===== src/rtl/mod_n_updown_counter_if.sv =====
// Counter environment interface: control/data inputs driven by the environment,
// registered count, wrap/err pulses and wrap counter returned by the counter.
interface mod_n_updown_counter_if #(
    parameter int WIDTH  = 4,
    parameter int STEP_W = 4,
    parameter int WRAP_W = 8
);
    logic              enable;
    logic              load;
    logic              mode;
    logic [STEP_W-1:0] step;
    logic [WIDTH-1:0]  count_in;
    logic [WIDTH-1:0]  count_out;
    logic              wrap;
    logic              err;
    logic [WRAP_W-1:0] wrap_cnt;

    // Environment side: drives controls, observes the counter
    modport master (
        output enable, load, mode, step, count_in,
        input  count_out, wrap, err, wrap_cnt
    );

    // Counter side
    modport slave (
        input  enable, load, mode, step, count_in,
        output count_out, wrap, err, wrap_cnt
    );
endinterface


===== src/rtl/mod_n_updown_counter.sv =====
// Modulo-N up/down counter with programmable step, parallel load, a one-cycle
// wrap pulse, a one-cycle error pulse and a saturating count of wraps.
module mod_n_updown_counter #(
    parameter int WIDTH   = 4,
    parameter int MODULUS = 14,
    parameter int STEP_W  = 4,
    parameter int WRAP_W  = 8
) (
    input  logic                  clock,
    input  logic                  reset,
    mod_n_updown_counter_if.slave bus
);
    // Arithmetic width: wide enough for WIDTH+1-bit sums and for the full step
    // input, so MODULUS == 2**WIDTH and oversized steps compare without overflow.
    localparam int CW = ((STEP_W > WIDTH) ? STEP_W : WIDTH) + 1;
    localparam logic [CW-1:0]    MOD_C   = CW'(MODULUS);
    localparam logic [WIDTH-1:0] MAX_CNT = WIDTH'(MODULUS - 1);

    if ((MODULUS < 2) || (MODULUS > (1 << WIDTH))) begin : g_bad_modulus
        $error("mod_n_updown_counter: MODULUS must lie in 2..2**WIDTH");
    end

    logic [WIDTH-1:0]  count_q, count_d;
    logic              wrap_q, wrap_d;
    logic              err_q, err_d;
    logic [WRAP_W-1:0] wrap_cnt_q, wrap_cnt_d;

    logic [CW-1:0] cnt_c, step_c, load_c, sum_c, up_wrapped_c, down_wrapped_c;
    logic          step_bad;

    // Widened operands and candidate results for both directions
    always_comb begin
        cnt_c          = CW'(count_q);
        step_c         = CW'(bus.step);
        load_c         = CW'(bus.count_in);
        sum_c          = cnt_c + step_c;
        up_wrapped_c   = sum_c - MOD_C;
        down_wrapped_c = cnt_c + MOD_C - step_c;
        step_bad       = (step_c == '0) || (step_c >= MOD_C);
    end

    // Next-state selection: reset is handled in the register, then load beats enable
    always_comb begin
        count_d = count_q;
        wrap_d  = 1'b0;
        err_d   = 1'b0;
        if (bus.load) begin
            if (load_c < MOD_C) begin
                count_d = bus.count_in;
            end else begin
                // Out-of-range load clamps to the top of the range and flags it
                count_d = MAX_CNT;
                err_d   = 1'b1;
            end
        end else if (bus.enable) begin
            if (step_bad) begin
                err_d = 1'b1;
            end else if (bus.mode) begin
                if (sum_c >= MOD_C) begin
                    count_d = up_wrapped_c[WIDTH-1:0];
                    wrap_d  = 1'b1;
                end else begin
                    count_d = sum_c[WIDTH-1:0];
                end
            end else begin
                if (cnt_c >= step_c) begin
                    count_d = count_q - step_c[WIDTH-1:0];
                end else begin
                    count_d = down_wrapped_c[WIDTH-1:0];
                    wrap_d  = 1'b1;
                end
            end
        end
    end

    // Wrap counter saturates at all-ones instead of rolling over
    always_comb begin
        wrap_cnt_d = wrap_cnt_q;
        if (wrap_d && (wrap_cnt_q != {WRAP_W{1'b1}})) begin
            wrap_cnt_d = wrap_cnt_q + WRAP_W'(1);
        end
    end

    // State register with synchronous reset overriding load and enable
    always_ff @(posedge clock) begin
        if (reset) begin
            count_q    <= '0;
            wrap_q     <= 1'b0;
            err_q      <= 1'b0;
            wrap_cnt_q <= '0;
        end else begin
            count_q    <= count_d;
            wrap_q     <= wrap_d;
            err_q      <= err_d;
            wrap_cnt_q <= wrap_cnt_d;
        end
    end

    assign bus.count_out = count_q;
    assign bus.wrap      = wrap_q;
    assign bus.err       = err_q;
    assign bus.wrap_cnt  = wrap_cnt_q;
endmodule


===== src/flat_wrapper.sv =====
// flat-port wrapper written by rule: the top's interface ports become plain ports
module mod_n_updown_counter_flat 
#(
    parameter int WIDTH   = 4,
    parameter int MODULUS = 14,
    parameter int STEP_W  = 4,
    parameter int WRAP_W  = 8
)
  (clock, reset, bus_enable, bus_load, bus_mode, bus_step, bus_count_in, bus_count_out, bus_wrap, bus_err, bus_wrap_cnt);
  mod_n_updown_counter_if #(.WIDTH(WIDTH), .STEP_W(STEP_W), .WRAP_W(WRAP_W)) bus_i ();
  input  logic clock;
  input  logic reset;
  input wire logic [$bits(bus_i.enable)-1:0] bus_enable;
  input wire logic [$bits(bus_i.load)-1:0] bus_load;
  input wire logic [$bits(bus_i.mode)-1:0] bus_mode;
  input wire logic [$bits(bus_i.step)-1:0] bus_step;
  input wire logic [$bits(bus_i.count_in)-1:0] bus_count_in;
  output wire logic [$bits(bus_i.count_out)-1:0] bus_count_out;
  output wire logic [$bits(bus_i.wrap)-1:0] bus_wrap;
  output wire logic [$bits(bus_i.err)-1:0] bus_err;
  output wire logic [$bits(bus_i.wrap_cnt)-1:0] bus_wrap_cnt;
  assign bus_i.enable = bus_enable;
  assign bus_i.load = bus_load;
  assign bus_i.mode = bus_mode;
  assign bus_i.step = bus_step;
  assign bus_i.count_in = bus_count_in;
  assign bus_count_out = bus_i.count_out;
  assign bus_wrap = bus_i.wrap;
  assign bus_err = bus_i.err;
  assign bus_wrap_cnt = bus_i.wrap_cnt;
  mod_n_updown_counter #(.WIDTH(WIDTH), .MODULUS(MODULUS), .STEP_W(STEP_W), .WRAP_W(WRAP_W)) u_core (.clock(clock), .reset(reset), .bus(bus_i));
endmodule

===== config.mk =====
export PLATFORM = sky130hd
export DESIGN_NAME = mod_n_updown_counter_flat
export DESIGN_NICKNAME = d
export VERILOG_FILES = /design/src/rtl/mod_n_updown_counter_if.sv /design/src/rtl/mod_n_updown_counter.sv /design/src/flat_wrapper.sv
export SDC_FILE = /design/constraint.sdc
export NUM_CORES = 1
export LEC_CHECK = 0
export ABC_AREA = 1
export CORE_UTILIZATION = 45
export DETAILED_ROUTE_END_ITERATION = 10
export GPL_TIMING_DRIVEN = 0
export PLACE_DENSITY = 0.79
export SLEW_MARGIN = 0
export SYNTH_ARGS = -nofsm -noshare
export SYNTH_HDL_FRONTEND = slang
export SYNTH_SLANG_ARGS = --single-unit

===== constraint.sdc =====
create_clock -name clock -period 4.1 [get_ports clock]
set_clock_uncertainty 0.15 [all_clocks]
set_input_delay 1.23 -clock clock [delete_from_list [all_inputs] [get_ports clock]]
set_output_delay 1.23 -clock clock [all_outputs]
set_load 0.005 [all_outputs]

## Yosys cells after proc, flatten, opt, wreduce, memory -nomap -nowiden

Cells that the tools add are included.

- Flip-flop bits (word level): 14
- Bits of input ports: 13

- Add/sub/neg operators: 6
- $lt $le $gt $ge: 4
- Eq/ne operators: 2
- Mux-type cells: 17
- Reductions and logical operators: 5

Operators with widths:

| cell | count |
|---|---|
| 4-bit 2-to-1 mux | 7 |
| 1-bit 2-to-1 mux | 10 |
| 8-bit by 1-bit adder with 8-bit output, second input constant | 1 |
| 8-bit inequality test, second input constant | 1 |
| 4-bit subtractor | 2 |
| 4-bit by 4-bit adder with 5-bit output | 1 |
| 5-bit by 4-bit >= comparator with 1-bit output, second input constant | 1 |
| 4-bit adder, second input constant | 1 |
| 4-bit >= comparator | 1 |
| 4-bit >= comparator, second input constant | 1 |
| 4-bit zero test | 1 |
| 4-bit less-than comparator, second input constant | 1 |
| 4-bit subtractor, second input constant | 1 |
| 2-bit inequality test, second input constant | 1 |
| 2-bit AND reduction | 1 |
| 2-bit nonzero test | 1 |
| 1-bit logical AND | 1 |
| 1-bit logical OR | 1 |

## Depth between registers and ports, before layout

Gate-level depths: netlist (run 1).

- Word-level depth: 8
- Depth in mapped cells: 15
- Mapped depth without buffers: 14

## Worst setup path after synthesis (run 1)

Ideal clock, no wire load.

- Path type: input -> register
- Start point: input port bus_step[0]
- End point: register u_core.wrap_cnt_q[0], in the netlist u_core.bus.wrap_cnt[0]
- Setup time: 0.113 ns
- Arrival time: 2.851 ns
- Required time: 3.837 ns
- Path slack: 0.986 ns
- Cell stages on the path: 14
- Cells stage by stage: ha_1 fa_1 inv_1 nand2_1 and2_1 ha_1 inv_1 nand2_1 nand3_2 nand3_4 nand3_4 nand2_2 nand2_1 nor2_1

- Word-level cells in the longest chain between the ends: 8
- Elaborated cells on any way between the ends: 13
- Classes of those cells: 1 x add/sub; 3 x order compare; 6 x mux; 3 x reduce/logical

RTL lines:

| what | RTL line | text |
|---|---|---|
| start: declaration | flat_wrapper.sv:16 | `input wire logic [$bits(bus_i.step)-1:0] bus_step;` |
| 4-bit by 4-bit adder with 5-bit output | mod_n_updown_counter.sv:36 | `sum_c = cnt_c + step_c;` |
| 5-bit by 4-bit >= comparator with 1-bit output | mod_n_updown_counter.sv:59 | `if (sum_c >= MOD_C) begin` |
| 1-bit 2-to-1 mux | mod_n_updown_counter.sv:59 |  |
| 1-bit 2-to-1 mux | mod_n_updown_counter.sv:58 | `end else if (bus.mode) begin` |
| 1-bit 2-to-1 mux (*) | mod_n_updown_counter.sv:56 | `if (step_bad) begin` |
| 1-bit 2-to-1 mux (*) | mod_n_updown_counter.sv:55 | `end else if (bus.enable) begin` |
| 1-bit 2-to-1 mux (*) | mod_n_updown_counter.sv:47 | `if (bus.load) begin` |
| 1-bit logical AND (*) | mod_n_updown_counter.sv:79 | `if (wrap_d && (wrap_cnt_q != {WRAP_W{1'b1}})) begin` |
| end signal: assignment | mod_n_updown_counter.sv:95 | `wrap_cnt_q <= wrap_cnt_d;` |
| end: declaration | mod_n_updown_counter.sv:26 | `logic [WRAP_W-1:0] wrap_cnt_q, wrap_cnt_d;` |

Every way passes the cells marked *; elsewhere a longest branch is shown, timed or not.
A chain may end at the register's enable or synchronous reset.

## Worst setup path after layout (run 1)

- Start point: input port bus_step[0]
- End point: register u_core.wrap_cnt_q[1], in the netlist u_core.bus.wrap_cnt[1]

The elaborated chain is that of the path after synthesis.

==> results of run 1 <==
[critical path: stages]
cell and delay, ns:
clkdlybuf4s50_1 0.45, ha_1 0.25, fa_1 0.42, inv_1 0.07
nand2_1 0.05, and2_1 0.17, ha_1 0.20, inv_1 0.08
nand2_1 0.07, nand3_2 0.12, nand3_4 0.14, nand3_4 0.15
nand2_1 0.07, a21oi_1 0.12
[path summary, 6_finish.rpt]
check             slack [ns]  cells past startpoint                     end               startpoint
hold reg to reg         0.35                      2  u_core.bus.wrap_cnt[6]   u_core.bus.wrap_cnt[6]
setup / recovery        0.59                     14  u_core.bus.wrap_cnt[1]              bus_step[0]
hold / removal          0.35                      2  u_core.bus.wrap_cnt[6]   u_core.bus.wrap_cnt[6]
setup reg to reg        1.64                     13  u_core.bus.wrap_cnt[1]  u_core.bus.count_out[0]
[cell type report]
| cell class | instances | area, µm² |
|---|---|---|
| plain buffers | 4 | 27.5 |
| multi-input cells | 139 | 963 |
| clock buffers | 4 | 36.3 |
| well taps | 31 | 38.8 |
| flip-flops and latches | 14 | 280 |
| repair buffers | 26 | 260 |
| inverters | 31 | 130 |
| fillers | 261 | 1120 |
[Yosys cell counts]
cell type / count
nand2_1: 42
inv_1: 25
nand3_1: 16
dfxtp_1: 14
ha_1: 13
a21oi_1: 12
nand4_1: 9
nor2_1: 7
o21ai_0: 6
inv_2: 5
xnor2_1: 4
xor2_1: 4
a21oi_4: 3
fa_1: 3
nand3_4: 3
a31oi_1: 2
nand2_2: 2
nand3b_1: 2
nand4_2: 2
o211ai_1: 2
and2_1: 1
buf_2: 1
buf_4: 1
buf_6: 1
bufinv_8: 1
clkbuf_1: 1
nand3_2: 1
nand3b_2: 1
nand4_4: 1
nor3_1: 1
nor3_4: 1
o221ai_1: 1
[metrics by stage]
| stage | power, mW | area [µm²] | cells | hold slack (ns) |
|---|---|---|---|---|
| after global placement | 0.347 | 1700 | 245 | 0.319 |
| after CTS | 0.459 | 1740 | 249 | 0.343 |
| after floorplan | 0.294 | 1400 | 188 | 0.320 |
| after detailed placement | 0.351 | 1700 | 245 | 0.329 |
| final | 0.456 | 1740 | 249 | 0.346 |
| after global routing | 0.493 | 1740 | 249 | 0.361 |
[routing by layer]
metal / share of wire [%] / global-route usage [%] / up-vias
li1: - / - / 683
met1: 49 / 27.9 / 600
met2: 46 / 33.7 / 27
met3: 3.8 / 2.01 / 5
met4: 1.6 / 7.14 / 0
met5: 0 / 0 / -
[cells by family (layout without fill, tap and decap cells)]
| logic type | Yosys count | in the layout | synth area share [%] |
|---|---|---|---|
| and+or+nand+nor | 89 | 89 | 35.4 |
| buffers and inverters | 35 | 65 | 11.2 |
| AOI/OAI and AO/OA | 26 | 26 | 12.5 |
| adders and majority gates | 16 | 16 | 15.9 |
| DFF | 14 | 14 | 20.0 |
| xor gates and xnor gates | 8 | 8 | 5.00 |
[state kept, by name, indices dropped and copies added (netlist names)]
| name | count |
|---|---|
| u_core.bus.wrap | 1 |
| u_core.bus.count_out | 4 |
| u_core.bus.wrap_cnt | 8 |
| u_core.bus.err | 1 |
[where the power goes]
| group | switching [mW] | total (mW) | internal [mW] | leakage [nW] |
|---|---|---|---|---|
| combinational | 0.113 | 0.199 | 0.0865 | 0.681 |
| sequential | 0.00730 | 0.149 | 0.142 | 0.114 |
| clock | 0.0532 | 0.107 | 0.0543 | 0.0210 |
==> flow_metrics.tcl, run 1 <==
set metrics [dict create \
    wire_per_inst_um 12.2 \
    critical_setup_path_class "input pin to flop" \
    fmax_ghz 0.285 \
    floorplan.die.height_um 57.8 \
    slew_viol_final 0 \
    crit_fanout 9 \
    die_x_um 57.8 \
    yosys.area.top_type "dfxtp_1" \
    post-dp-hpwl_mm 2.44 \
    drc_errors 1 \
    grt_overflow 0 \
    num-nets-final 248 \
    max_capacitance_violation_total 0 \
    pre_cts_ws_ns 0.281 \
    power_density_mw_per_mm2 263 \
    setup_total_negative_slack_ns 0 \
    post-cts-setup-buffers 0 \
    synthesis.yosys.warnings 0 \
    ant_nets 0 \
    cts.path.max_buffers 2 \
    yosysSeqAreaShare_pct 20.0 \
    vias 1315 \
    layout_commonest_cell "nand2_1" \
    yosys.cell_types.count 32 \
    insertion_delay_ns 0.30 \
    globalplace.congestion 0.833 \
    h-tree-depth 1 \
    io_pins 27 \
    start_util_pct 49.1 \
    clkTransAtPathRegs_ns 0.10 \
    max-vdd-ir-drop_mv 0.184 \
    route.final.wire_length_mm 3.04 \
    layout.cells.most_common_list "nand2_1 (42), clkdlybuf4s50_1 (26), inv_1 (25)" \
    drtIter0Drc 45 \
    design.die.area_mm2 0.00334 \
    insertedDiodeCount 0 \
    yosysTopAreaCellShare_pct 20.0 \
    clockRootBuffer "clkbuf_4" \
    final-setup-viol-count 0 \
    fp-row-count 19 \
    min_path_type "flop to flop" \
    netlist_area_mm2 0.00140 \
    slew-limit-headroom_pct 67.2 \
    buffer_ports.inserted 26 \
    worst_ep_arrival_time_ns 3.59 \
    grt_start_max_net_pins 11 \
    cts_tree "done" \
    syn_inst 188 \
    grt_antenna_before_repair 0 \
    final_critical_path_setup_slack_ns 0.593 \
    shortest_period_the_worst_path_allows_ns 3.51 \
    synth_nets 217 \
    post_cts.resized_instances 0 \
    core-area_mm2 0.00285 \
    violated_checks "design-rule violations" \
    grtUsageTotal_pct 20.4 \
    total_leakage_power_nw 0.816 \
    cts_inserted_buffers 3 \
    synth_area_leaders "dfxtp_1 (20%), ha_1 (12%), nand2_1 (11%)" \
    detail_route.first_pass.iterations 7 \
    timing_hold_violations_final 0 \
    area_delta_synth_final_pct 23.9 \
    cts.sinks 14 \
    fin_util_pct 60.9 \
    setup_repair_after_global_routing_missed_its_margin "false" \
    post_cts_hold_buffer_count 0 \
    ys_seq_elements 14 \
    grt_first_pass_wirelength_mm 5.33 \
    crit_required_ns 4.18 \
    worst-slew-pin-transition_ns 0.492 \
    average_vias_per_placed_instance 5.28 \
    status "finished, violations left" \
    synth.avg_cell_area_um2 7.45 \
    layout-drive-gt1-share_pct 12.4 \
    min_period_over_period_pct 85.5 \
    worstSetupStartpointType "input pin" \
    first_global_vias 1214 \
    endpoint_kind "flop" \
]
Power figures use the tool's default switching activity.
==> run 2, diff against run 1 <==
--- a/config.mk
+++ b/config.mk
@@ -9,2 +9,3 @@
 export CORE_UTILIZATION = 45
+export CTS_CLUSTER_SIZE = 20
 export DETAILED_ROUTE_END_ITERATION = 10
==> constraint.sdc (replaced) <==
create_clock -name clock -period 4.1 [get_ports clock]
set_clock_uncertainty 0.15 [all_clocks]
set_input_delay 0.615 -clock clock [delete_from_list [all_inputs] [get_ports clock]]
set_output_delay 0.615 -clock clock [all_outputs]
set_load 0.005 [all_outputs]
==> results of run 2 <==
Same layout as run 1 (identical final DEF). Status: finished, violations left: design-rule violations.
Main changes from that run: setup slack after placement 0.281 ns -> 0.896 ns; setup slack after layout 0.593 ns -> 1.21 ns
==> run 3, diff against run 2 <==
- clock period: 4.1 -> 2.9 ns (I/O delays scaled with it)
==> results of run 3 <==
Same layout as run 1 (identical final DEF). Status: finished, violations left: design-rule violations.
Main changes from that run: setup slack after placement 0.281 ns -> -0.124 ns; setup slack after layout 0.593 ns -> 0.188 ns; register-to-register setup slack 1.64 ns -> 0.44 ns; total power 0.456 mW -> 0.645 mW; worst IR drop on VDD 0.184 mV -> 0.260 mV
